$ cat src/rtl/gpr_wport_arb.sv
// GPR write-port arbiter: pipeline writeback (WB) versus multi-cycle unit (MCU).
// MCU results wait in a 2-entry FIFO and drain whenever WB leaves the port free.
// A starvation counter asks the pipeline to freeze WB so the FIFO head can drain.
// A hazard compare against buffered destinations lets ID stall on RAW/WAW.
module gpr_wport_arb #(
    parameter int DW         = 64,
    parameter int AW         = 5,
    parameter int STARVE_MAX = 4
) (
    input  logic          clk,
    input  logic          rst,
    input  logic          wb_freeze,
    input  logic          flushpipe,
    input  logic          wb_we,
    input  logic [AW-1:0] wb_addr,
    input  logic [DW-1:0] wb_data,
    output logic          wb_stall_req,
    input  logic          mc_valid,
    input  logic [AW-1:0] mc_addr,
    input  logic [DW-1:0] mc_data,
    output logic          mc_ready,
    output logic          rf_we,
    output logic [AW-1:0] rf_addr,
    output logic [DW-1:0] rf_data,
    input  logic [AW-1:0] hz_addra,
    input  logic [AW-1:0] hz_addrb,
    input  logic [AW-1:0] hz_addrw,
    output logic          hz_stall,
    output logic [1:0]    mc_pend
);

    localparam logic [3:0] STARVE_LIM = 4'(STARVE_MAX);

    // FIFO storage and control
    logic [AW-1:0] addr_r [2];
    logic [DW-1:0] data_r [2];
    logic          wr_ptr_r;
    logic          rd_ptr_r;
    logic [1:0]    cnt_r;
    logic [3:0]    starve_r;

    logic          head_valid_s;
    logic          push_s;
    logic          wb_elig_s;
    logic          mc_grant_s;
    logic [AW-1:0] head_addr_s;
    logic [DW-1:0] head_data_s;
    logic [1:0]    ent_valid_s;

    assign head_valid_s = (cnt_r != 2'd0);
    assign mc_ready     = (cnt_r != 2'd2);
    assign push_s       = mc_valid & mc_ready;
    assign wb_elig_s    = wb_we & ~wb_freeze & ~flushpipe;
    // WB is non-deferrable, so the MCU head only gets the port when WB is idle
    assign mc_grant_s   = ~wb_elig_s & head_valid_s;
    assign head_addr_s  = addr_r[rd_ptr_r];
    assign head_data_s  = data_r[rd_ptr_r];
    assign mc_pend      = cnt_r;
    // counter is registered and only compared here, so the request cannot glitch
    assign wb_stall_req = head_valid_s & (starve_r == STARVE_LIM);

    // FIFO pointers, occupancy and entry capture; reset drops buffered entries
    always_ff @(posedge clk or posedge rst) begin
        if (rst) begin
            wr_ptr_r  <= 1'b0;
            rd_ptr_r  <= 1'b0;
            cnt_r     <= 2'd0;
            addr_r[0] <= '0;
            addr_r[1] <= '0;
            data_r[0] <= '0;
            data_r[1] <= '0;
        end else begin
            if (push_s) begin
                addr_r[wr_ptr_r] <= mc_addr;
                data_r[wr_ptr_r] <= mc_data;
                wr_ptr_r         <= ~wr_ptr_r;
            end
            if (mc_grant_s) begin
                rd_ptr_r <= ~rd_ptr_r;
            end
            case ({push_s, mc_grant_s})
                2'b10:   cnt_r <= cnt_r + 2'd1;
                2'b01:   cnt_r <= cnt_r - 2'd1;
                default: cnt_r <= cnt_r;
            endcase
        end
    end

    // Starvation counter: counts denied cycles of a valid head, saturating
    always_ff @(posedge clk or posedge rst) begin
        if (rst) begin
            starve_r <= 4'd0;
        end else if (!head_valid_s || mc_grant_s) begin
            starve_r <= 4'd0;
        end else if (starve_r < STARVE_LIM) begin
            starve_r <= starve_r + 4'd1;
        end else begin
            starve_r <= starve_r;
        end
    end

    // Write-port mux: granted source drives the port, r0 writes are dropped
    always_comb begin
        rf_we   = 1'b0;
        rf_addr = '0;
        rf_data = '0;
        if (wb_elig_s) begin
            rf_we   = (wb_addr != '0);
            rf_addr = wb_addr;
            rf_data = wb_data;
        end else if (mc_grant_s) begin
            rf_we   = (head_addr_s != '0);
            rf_addr = head_addr_s;
            rf_data = head_data_s;
        end else begin
            rf_we   = 1'b0;
            rf_addr = '0;
            rf_data = '0;
        end
    end

    // Hazard compare of ID addresses against every valid, non-r0 buffered entry
    always_comb begin
        hz_stall = 1'b0;
        for (int i = 0; i < 2; i++) begin
            // the head slot is valid with one entry, the other slot only when full
            ent_valid_s[i] = (1'(i) == rd_ptr_r) ? (cnt_r != 2'd0) : (cnt_r == 2'd2);
            if (ent_valid_s[i] && (addr_r[i] != '0) &&
                ((addr_r[i] == hz_addra) || (addr_r[i] == hz_addrb) || (addr_r[i] == hz_addrw))) begin
                hz_stall = 1'b1;
            end else begin
                hz_stall = hz_stall;
            end
        end
    end

endmodule

$ cat config.mk
export PLATFORM = sky130hd
export DESIGN_NAME = gpr_wport_arb
export DESIGN_NICKNAME = d
export VERILOG_FILES = /design/src/rtl/gpr_wport_arb.sv
export SDC_FILE = /design/constraint.sdc
export NUM_CORES = 1
export LEC_CHECK = 0
export ABC_AREA = 1
export CORE_AREA = 2 2 125 152
export DETAILED_ROUTE_END_ITERATION = 10
export DIE_AREA = 0 0 127 154
export PLACE_DENSITY = 0.76
export SLEW_MARGIN = 20
export SYNTH_ARGS = -nofsm -noshare
export SYNTH_HDL_FRONTEND = slang
export SYNTH_SLANG_ARGS = --single-unit
$ cat constraint.sdc
create_clock -name clk -period 9.7 [get_ports clk]
set_input_delay 1.94 -clock clk [delete_from_list [all_inputs] [get_ports clk]]
set_output_delay 1.94 -clock clk [all_outputs]
set_load 0.01 [all_outputs]
# Word-level counts from Yosys, hierarchy flattened
# Index checks and enable logic that the tools add are counted.
# word_totals
regBits	146
latch_bits	0
mem_bits_rw	0
rom_bits	0
out_inout_bits	75
wordCells	81
n_memories	0
# op_classes
add_sub_neg	3
n_mul	0
n_div	0
magnitude_cmp	4
n_eq_ne	11
shifts	0
mux	25
n_bitwise	12
n_reduce_logical	18
# op_table
op	n
2-to-1 mux 64 bit	6
bitwise mux 128 bit	1
demux 64 bit (select 1 bit)	1
equality test 5 bit	6
2-to-1 mux 5 bit	6
nonzero test 5 bit	4
bitwise mux 10 bit	1
2-to-1 mux 4 bit	2
2-to-1 mux 1 bit	6
nonzero test 2 bit	3
bitwise AND 1 bit	5
demux 5 bit (select 1 bit)	1
logical AND 1 bit	5
logical OR 1 bit	5
inverter 1 bit	5
adder 4 x 1 -> 4 bit (second input constant)	1
equality test 2 bit (second input constant)	2
equality test 4 x 3 -> 1 bit (second input constant)	1
greater-or-equal comparator 2 bit (second input constant)	2
less-than comparator 4 x 3 -> 1 bit (second input constant)	1
inverter 1 -> 2 bit	2
case mux 2 bit (2 select lines)	1
adder 2 x 1 -> 2 bit (second input constant)	1
equality test 2 x 1 -> 1 bit (second input constant)	1
other kinds (4)	4

# Depth between registers and ports, before layout
# depth
word_depth	7
ltp_mapped	10

# Worst setup path after synthesis
# No wires, ideal clock.
# synth_path
path_type	input to output
start	input wb_freeze
end	output rf_data[53]
arrival_time_ps	2881
path_slack_ps	4879
cell_stages	7
path_cell_list	nor3_4 -> inv_2 -> nand2_1 -> buf_4 -> buf_4 -> a21oi_1 -> a21o_1
# synth_between
elab_chain_cells	7
# synth_lines
element	line	rtl
start, declared	12	input logic wb_freeze,
inverter 1 bit *	53	assign wb_elig_s = wb_we & ~wb_freeze & ~flushpipe;
bitwise AND 1 bit * (2 in a row)	53	
inverter 1 bit	55	assign mc_grant_s = ~wb_elig_s & head_valid_s;
bitwise AND 1 bit	55	
2-to-1 mux 64 bit	111	end else if (mc_grant_s) begin
2-to-1 mux 64 bit *	107	if (wb_elig_s) begin
end, declared	24	output logic [DW-1:0] rf_data,
# Every way passes the cells marked *; elsewhere a longest branch is shown, timed or not.

# Worst setup path in the final report
# layout_path
start	input wb_freeze
end	output rf_data[52]
# The elaborated chain is that of the path after synthesis.

==> flow_metrics.tcl <==
set metrics [dict create \
    worst_clock_skew_ns 0.00703 \
    cts_root_buf "clkbuf_16" \
    crit_arrival_ns 4.53 \
    finish.instance_area_sq_um 10800 \
    cellPowerDensity_nw_per_um2 316 \
    netlist.area_leader.share 0.466 \
    syn_area_sq_um 7840 \
    grt_pass1_wl_microns 33700 \
    async_flop_share 1.00 \
    drc 0 \
    crit_path_start_kind "input pin" \
    path_clk_slew_ns 0.05 \
    drtAntennaViolNets 0 \
    regToRegStartpoint "mc_pend[0]" \
    drtPass1Iterations 5 \
    io_pins 234 \
    endpoint "rf_data[52]" \
    instances_no_fill 1437 \
    min_period_ns 6.47 \
    end_kind "output port" \
    numCtsBuffers 17 \
    antenna_found_initial 0 \
    worst-setup-path-type "input pin to output port" \
    core_sq_um 18000 \
    hold_path.class "flop to flop" \
    fin_ws_ns 3.23 \
    tns_ns 0 \
    place_ws_ns 3.21 \
    seq_area_frac_synth 0.466 \
    htree_levels 4 \
    diodes 0 \
    ir_worst_vdd_mv 0.146 \
    syn2layout_area_growth_pct 37.8 \
    drt-initial-drc-count 534 \
    drt_wl_total_microns 21000 \
    place.gp.congestion 0.910 \
    rsz0062_at_grt "false" \
    postPlaceCellArea_sq_um 10200 \
    dp_hpwl_microns 14000 \
    cts_tree "done" \
    ys_seq_elements 146 \
    grt.total_usage 0.215 \
    maxCapViolations 0 \
    clockBufferDepth 2 \
    cts_hold_buf 0 \
    fin_hold_ws_ns 0.480 \
    r2r-end "data_r[93]" \
    totalPowerFinal_mw 3.41 \
    slew_headroom 0.338 \
    max_freq_mhz 154 \
    clock_sinks 146 \
    initial_core_util 0.436 \
    fp.dieH_microns 154 \
    dieArea_sq_um 19600 \
    insertion_delay_ns 0.42 \
    nFillCells 1585 \
    path_max_fanout 39 \
    vias 7173 \
    synth-edff-count 0 \
    syn_area_per_cell_sq_um 7.82 \
    port_buffers 233 \
    grt_pass1_vias 6784 \
    crit_required_ns 7.76 \
    num_rows 54 \
    synth.top_cells.by_count "nand2_1, dfrtp_1, inv_1, o21ai_0, a21oi_1" \
    final_util 0.601 \
    postCtsResizedCells 0 \
    synthesis.nets 1165 \
    r2r_cells 7 \
    synth_top_cell_by_area "dfrtp_1" \
    dpl.cell_count 1405 \
    synth_cell_types 28 \
    die_x_microns 127 \
    outcome "finished clean" \
    nNetsFinal 1362 \
    cts_setup_buffers 0 \
    finalHoldViolations 0 \
    synthFlopType "dfrtp_1" \
    power.leakage_nw 5.47 \
    reg2reg_slack_ns 7.04 \
    synth.most_common_cell "nand2_1" \
    yosysWarnings 0 \
    vias_per_cell 4.99 \
    drive_above_1_share 0.0824 \
    grt_max_degree 130 \
    synth_cells 1003 \
    wl_per_cell_microns 14.6 \
    synth.area.top_cells "dfrtp_1, nand2_1, a21o_1" \
    final-max-slew-violation-count 0 \
    crit_path_start "wb_freeze" \
    worst_slew_pin_slew_ns 0.993 \
    finalCritPeriodShare 0.667 \
    grt_overflow 0 \
    setup_viol_count_final 0 \
]
[report_power, final]
part           switching [mW]  internal, mW
clock network           0.256         0.439
registers               0.178         0.893
logic                   0.880         0.767
[per-layer routing]
metal | track usage | vias up | routed length (microns)
met5 | 0 | - | 0
met4 | 0.0581 | 0 | 374
met3 | 0.0592 | 30 | 1340
met2 | 0.358 | 250 | 10300
met1 | 0.277 | 3317 | 8980
li1 | - | 3576 | -
[area by class of cell]
class | count | area (sq um) | share of cell area
Timing Repair Buffer | 240 | 2390 | 0.221
Clock inverter | 12 | 181 | 0.0168
Sequential cell | 146 | 3650 | 0.338
Multi-Input combinational cell | 686 | 3440 | 0.318
Tap cell | 224 | 280 | 0.0259
Inverter | 109 | 414 | 0.0383
Clock buffer | 20 | 447 | 0.0413
[how the worst min path moves through the flow]
stage / start / to / slack, ns / cells past startpoint
4_1_cts: data_r[70] / data_r[70] / 0.48 / 2
3_3_place_gp: data_r[90] / data_r[90] / 0.46 / 2
5_1_grt: data_r[66] / data_r[66] / 0.50 / 2
3_5_place_dp: data_r[76] / data_r[76] / 0.47 / 2
2_1_floorplan: data_r[0] / data_r[0] / 0.45 / 2
6_report: data_r[65] / data_r[65] / 0.48 / 2
[registers in the layout, summed over array words and instances, names as in the netlist]
register  flops
data_r      128
addr_r       10
starve_r      4
mc_pend       2
rd_ptr_r      1
wr_ptr_r      1
[cell usage in the layout (no fill, tap or decap), types with 2 or more instances in the layout]
cell type,instances
a21o_1,64
o21ai_1,11
clkbuf_1,2
inv_2,5
xnor2_1,8
nand3_1,16
nand2_1,340
buf_4,6
inv_6,2
dfrtp_1,145
xor2_1,3
nand2_2,2
o21ai_0,90
nor2_1,23
a22o_1,2
clkdlybuf4s50_1,233
clkbuf_16,17
bufinv_16,4
o21ai_2,50
inv_1,103
clkinv_4,4
a21oi_1,66
clkinv_2,2
ha_1,3
[kinds of logic (layout without fill, tap and decap cells)]
group,Yosys count,in the layout,share of synthesized area
flip-flops,146,146,0.466
AND/OR/NAND/NOR,387,387,0.192
XOR/XNOR,11,11,0.0123
buffers and inverters,171,381,0.0976
adder cells (fa/ha/maj),3,3,0.00479
AO/OA/AOI/OAI,285,285,0.228
[worst max-delay path, cell delays in order]
cell and delay (ns):
clkdlybuf4s50_1 0.46, nor3_4 0.22, inv_2 0.08, nand2_2 0.51, buf_4 0.52, a21oi_1 0.09
a21o_1 0.17, clkdlybuf4s50_1 0.47
(Power assumes the default switching activity.)
